==> src/rtl/fa_lru_array.sv <==
// fa_lru_array: fully-associative line array with true-LRU ages, 1-cycle lookup and fill/victim support.
module fa_lru_array #(
  parameter  int WAYS   = 8,
  parameter  int LINE_W = 128,
  parameter  int TAG_W  = 12,
  localparam int IDX_W  = $clog2(WAYS)
) (
  input  logic              clk_i,
  input  logic              reset_n_i,
  input  logic              lookup_i,
  input  logic              wr_i,
  input  logic              fill_i,
  input  logic [TAG_W-1:0]  tag_i,
  input  logic [LINE_W-1:0] wdata_i,
  input  logic [LINE_W-1:0] fill_data_i,
  output logic              rvalid_o,
  output logic              hit_o,
  output logic [IDX_W-1:0]  hit_way_o,
  output logic [LINE_W-1:0] rdata_o,
  output logic [IDX_W-1:0]  victim_way_o,
  output logic              victim_valid_o,
  output logic              victim_dirty_o,
  output logic [TAG_W-1:0]  victim_tag_o,
  output logic [LINE_W-1:0] victim_data_o
);
  logic [WAYS-1:0]   valid_q, valid_d, dirty_q, dirty_d;
  logic [TAG_W-1:0]  tag_q  [WAYS];
  logic [TAG_W-1:0]  tag_d  [WAYS];
  logic [LINE_W-1:0] data_q [WAYS];
  logic [LINE_W-1:0] data_d [WAYS];
  logic [IDX_W-1:0]  age_q  [WAYS];
  logic [IDX_W-1:0]  age_d  [WAYS];
  logic              rvalid_q, rvalid_d, hit_q, hit_d;
  logic [IDX_W-1:0]  hit_way_q, hit_way_d;
  logic [LINE_W-1:0] rdata_q, rdata_d;
  logic              hit_any, touch;
  logic [IDX_W-1:0]  hit_idx, victim_idx, tw;
  always_comb begin
    hit_any = 1'b0;
    hit_idx = '0;
    for (int i = WAYS - 1; i >= 0; i--)
      if (valid_q[i] && tag_q[i] == tag_i) begin
        hit_any = 1'b1;
        hit_idx = IDX_W'(i);
      end
  end
  // Oldest way by default; any invalid way overrides, lowest index last so it wins.
  always_comb begin
    victim_idx = '0;
    for (int i = WAYS - 1; i >= 0; i--)
      if (age_q[i] == IDX_W'(WAYS - 1)) victim_idx = IDX_W'(i);
    for (int i = WAYS - 1; i >= 0; i--)
      if (!valid_q[i]) victim_idx = IDX_W'(i);
  end
  always_comb begin
    valid_d   = valid_q;
    dirty_d   = dirty_q;
    tag_d     = tag_q;
    data_d    = data_q;
    age_d     = age_q;
    touch     = 1'b0;
    tw        = '0;
    rvalid_d  = 1'b0;
    hit_d     = 1'b0;
    hit_way_d = '0;
    rdata_d   = '0;
    if (fill_i) begin
      tw          = hit_any ? hit_idx : victim_idx;
      touch       = 1'b1;
      valid_d[tw] = 1'b1;
      dirty_d[tw] = 1'b0;
      tag_d[tw]   = tag_i;
      data_d[tw]  = fill_data_i;
    end else if (lookup_i) begin
      rvalid_d = 1'b1;
      if (hit_any) begin
        tw        = hit_idx;
        touch     = 1'b1;
        hit_d     = 1'b1;
        hit_way_d = hit_idx;
        rdata_d   = wr_i ? wdata_i : data_q[hit_idx];
        if (wr_i) begin
          data_d[hit_idx]  = wdata_i;
          dirty_d[hit_idx] = 1'b1;
        end
      end
    end
    // Touch keeps ages a permutation: the touched way becomes 0, younger ways shift up by one.
    if (touch)
      for (int i = 0; i < WAYS; i++)
        age_d[i] = (IDX_W'(i) == tw) ? '0 :
                   (age_q[i] < age_q[tw]) ? age_q[i] + IDX_W'(1) : age_q[i];
  end
  always_ff @(posedge clk_i) begin
    if (!reset_n_i) begin
      valid_q   <= '0;
      dirty_q   <= '0;
      rvalid_q  <= 1'b0;
      hit_q     <= 1'b0;
      hit_way_q <= '0;
      rdata_q   <= '0;
      for (int i = 0; i < WAYS; i++) begin
        tag_q[i]  <= '0;
        data_q[i] <= '0;
        age_q[i]  <= IDX_W'(WAYS - 1 - i);
      end
    end else begin
      valid_q   <= valid_d;
      dirty_q   <= dirty_d;
      tag_q     <= tag_d;
      data_q    <= data_d;
      age_q     <= age_d;
      rvalid_q  <= rvalid_d;
      hit_q     <= hit_d;
      hit_way_q <= hit_way_d;
      rdata_q   <= rdata_d;
    end
  end
  assign rvalid_o       = rvalid_q;
  assign hit_o          = hit_q;
  assign hit_way_o      = hit_way_q;
  assign rdata_o        = rdata_q;
  assign victim_way_o   = victim_idx;
  assign victim_valid_o = valid_q[victim_idx];
  assign victim_dirty_o = dirty_q[victim_idx];
  assign victim_tag_o   = tag_q[victim_idx];
  assign victim_data_o  = data_q[victim_idx];
endmodule

==> config.mk <==
export PLATFORM = sky130hd
export DESIGN_NAME = fa_lru_array
export DESIGN_NICKNAME = d
export VERILOG_FILES = /design/src/rtl/fa_lru_array.sv
export SDC_FILE = /design/constraint.sdc
export NUM_CORES = 2
export LEC_CHECK = 0
export ABC_AREA = 1
export BUFFER_PORTS_ARGS = -buffer_cell sky130_fd_sc_hd__buf_4
export CAP_MARGIN = 20
export CORE_MARGIN = 1.5
export CORE_UTILIZATION = 48
export DETAILED_ROUTE_END_ITERATION = 10
export PLACE_DENSITY = 0.63
export SLEW_MARGIN = 5
export SYNTH_ARGS = -nofsm -noshare
export SYNTH_HDL_FRONTEND = slang
export SYNTH_SLANG_ARGS = --single-unit
==> constraint.sdc <==
create_clock -name clk_i -period 5.1 [get_ports clk_i]
set_clock_uncertainty 0.05 [all_clocks]
set_input_delay 0.51 -clock clk_i [delete_from_list [all_inputs] [get_ports clk_i]]
set_output_delay 0.51 -clock clk_i [all_outputs]
set_load 0.01 [all_outputs]
==> results.md <==
* Nature of the critical path endpoint: primary output
* Vias in the first global route at 76700
* Flop-to-flop setup slack at 40 ps
* Vias per cell at 6.87
* Via Count at 83000
* Post-Route Utilization at 56.1%
* TNS Setup at -13.8 ps
* RR Endpoint: data_q[619]$_SDFFE_PN0P_
* Pins Over Slew Limit at 0
* Cells after Synth at 9983
* RSZ-0062 raised after global routing: true
* Max-cap violations at 0
* CTS Buf Count at 150
* DIE AREA at 155000 sq um
* Starting Density at 48.4%
* Largest net degree at the start of global routing at 193
* Min-delay src: fill_data_i[87]
* Yosys cell types at 50
* Worst Path Arrival at 4550 ps
* Leak at 0.0318 uW
* Starting DRT DRC Count at 11600
* Share of the synthesized area in the top cell type at 35.2%
* Worst path required time at 4540 ps
* Synth Area per Inst at 7.36 sq um
* Nets at 10200
* DRC violations left at 0
* DIE WIDTH at 394 microns
* Main synth FF type: dfxtp_1
* Rel. slew slack at 23.3%
* Wire per inst at 28.3 microns
* Pwr Density at 305 nW/um^2
* Flops & latches, synth at 1293
* Min-Delay Path Class: in2reg
* Detailed Route WL at 342 mm
* FMAX at 196 MHz
* Clock Sinks at 1293
* Core area at 152000 sq um
* Cell Rows at 143
* Num ports at 551
* Cell area after synthesis at 73500 sq um
* Register area share after synthesis at 35.2%
* HPWL after detailed placement at 182 mm
* Most common cell after layout, fill and taps aside: inv_1
* Chip height at 394 microns
* Syn nets at 10300
* Drt first pass iters at 10
* Crit share post-route at 100%
* Maximum VDD drop at 347 uV
* Hold path depth at 3
* Synth warn at 0
* Synth top area cells: dfxtp_1 (35%), a221oi_1 (9.7%), o21ai_0 (8.3%)
* Layout area overhead at 16.0%
* Ratio of cells with drive above 1 in the final layout at 13.7%
* Clk slew on worst S/H paths at 50 ps
* Setup slack after layout at -13.8 ps
* Clock latency on the worst-skew pair at 800 ps
* Area leader, netlist: dfxtp_1
* Failing checks: negative setup slack
* Worst Hold End: data_q[343]$_SDFFE_PN0P_
* H-Tree Depth at 4
* Tmin final at 5110 ps
* Grt ovf at 0
* Root Driver: clkbuf_16
* CTS max path bufs at 3
* CP startpoint kind: register
* Path depth of the worst reg2reg path at 27
* Number of flops mapped to enable cells by yosys at 0
* Worst-Margin Slew at 1150 ps
* Launch point of the worst reg-to-reg path: age_q[0]$_SDFFE_PN0P_
* Kind of critical path: reg2out
* First-pass GRT wire length at 500 mm
* Global Route Usage Sum at 41.5%
* IO buf count at 550
* Final number of setup-violating endpoints at 1
* Most frequent cells in the layout: inv_1 (1363), dfxtp_1 (1293), o21ai_0 (1220), a21oi_1 (868), a221oi_1 (812)
* Routability cong. at 0.935
* Fin. Hold Viols at 0
* Final ANT Viol Nets at 0
* CTS tree: built
* Worst Path Max Fanout at 39
* Status: finished, violations left
* Asr flop ratio synth at 0%
* Initial antenna violation count at 33
## kinds of logic (layout without fill, tap and decap cells)
logic type               count (synthesis)  in the layout  share of synthesized area, %
AO/OA/AOI/OAI                         4455           4455                          41.0
other                                    0             23                             0
flip-flops                            1293           1293                          35.2
AND/OR/NAND/NOR                       1628           1628                          9.07
buffers and inverters                 2553           2592                          13.9
XOR/XNOR                                30             30                         0.368
adder cells (fa/ha/maj)                 24             24                         0.409
## critical path: stages (launching register included)
cell and delay [ps]:
dfxtp_1 340, ha_1 210, ha_1 200, nand2_1 110, nand2_1 60, nand2_1 70
nand2_1 50, nand2_1 50, nand2_1 40, nand2_1 120, nand2_1 70, nand2_1 70
nand2_1 50, nand2_1 60, nand2_1 50, nand2_1 160, a21oi_4 90, buf_12 160
buf_4 190, bufbuf_16 360, nand2_1 90, o21ai_0 70, o21ai_0 200, nor2_1 70
a31oi_1 560, buf_4 240
## synthesized netlist by cell type, types with 4 or more instances
library cell	instances
o21ai_1	5
buf_1	77
buf_6	35
a221oi_2	120
inv_2	36
buf_4	15
buf_2	239
xnor2_1	18
o31ai_1	57
o221ai_1	56
nand3b_1	9
o21ai_0	1220
a21oi_1	869
or2_1	6
nor3b_1	4
xor2_1	11
dfxtp_1	1293
nor4_1	4
a211oi_2	120
nor2_1	669
o22ai_1	451
nor3_1	22
a211oi_1	531
nand2_2	20
nor2_4	6
nand4_1	36
clkbuf_1	776
inv_1	1370
nor2_2	5
a221oi_1	812
nand2_1	704
a31oi_1	143
nand3_1	128
nand3_2	5
ha_1	24
o41ai_1	64
## registers in the layout, summed over array words and instances (netlist names)
register,count
valid_q,8
rvalid_o,1
rdata_o,128
data_q,1024
hit_way_o,3
age_q,24
dirty_q,8
hit_o,1
tag_q,96
## metal layers
layer | wire (microns) | up-vias | global-route usage, %
met3 | 44500 | 1413 | 9.63
met2 | 145000 | 6459 | 62.4
met4 | 20800 | 30 | 23.2
met1 | 131000 | 39200 | 54.6
li1 | - | 35800 | -
met5 | 181 | - | 0
## metrics by stage
step	hold slack [ps]	instance area [sq um]	std cells	setup WS, ps	power, uW
floorplan	381	73500	9983	1180	12900
global placement	402	78300	11600	507	14500
detailed placement	402	78300	11600	504	14500
CTS	0.267	85000	12000	24.8	25900
global route	34.3	85300	12100	-94.2	26800
finish	25.3	85300	12100	-13.8	26100
## worst max path at each step
stage,start,endpoint
floorplan,tag_i[10],age_q[10]$_SDFFE_PN1P_
global placement,tag_i[10],age_q[3]$_SDFFE_PN1P_
detailed placement,tag_i[10],age_q[3]$_SDFFE_PN1P_
CTS,age_q[0]$_SDFFE_PN0P_,victim_data_o[52]
global route,age_q[4]$_SDFFE_PN0P_,victim_data_o[40]
finish,age_q[0]$_SDFFE_PN0P_,victim_data_o[27]
## timing repair
action | 4_1_cts | 5_1_grt
hold endpoints to repair | 120 | 0
gates cloned | 1 | 3
resized for setup | 8 | 16
setup buffers | 0 | 2
hold buffers | 151 | 0
setup endpoints to repair | 14 | 74
pin swaps | 0 | 1
## area by class of cell
type	count	area [sq um]
Antenna cell	23	57.6
Multi-Input combinational cell	6137	37600
Sequential cell	1293	25900
Tap cell	2030	2540
Timing Repair Buffer	911	8560
Inverter	1411	5470
Fill cell	14300	66600
Timing Repair inverter	1	11.3
Clock buffer	220	4560
Clock inverter	49	597
## power breakdown
part / switching [uW] / internal, uW
Combinational: 2670 / 1370
Clock: 4730 / 6750
Sequential: 171 / 10400
Total: 7580 / 18500
No activity file was read; power rests on OpenSTA's default activity.
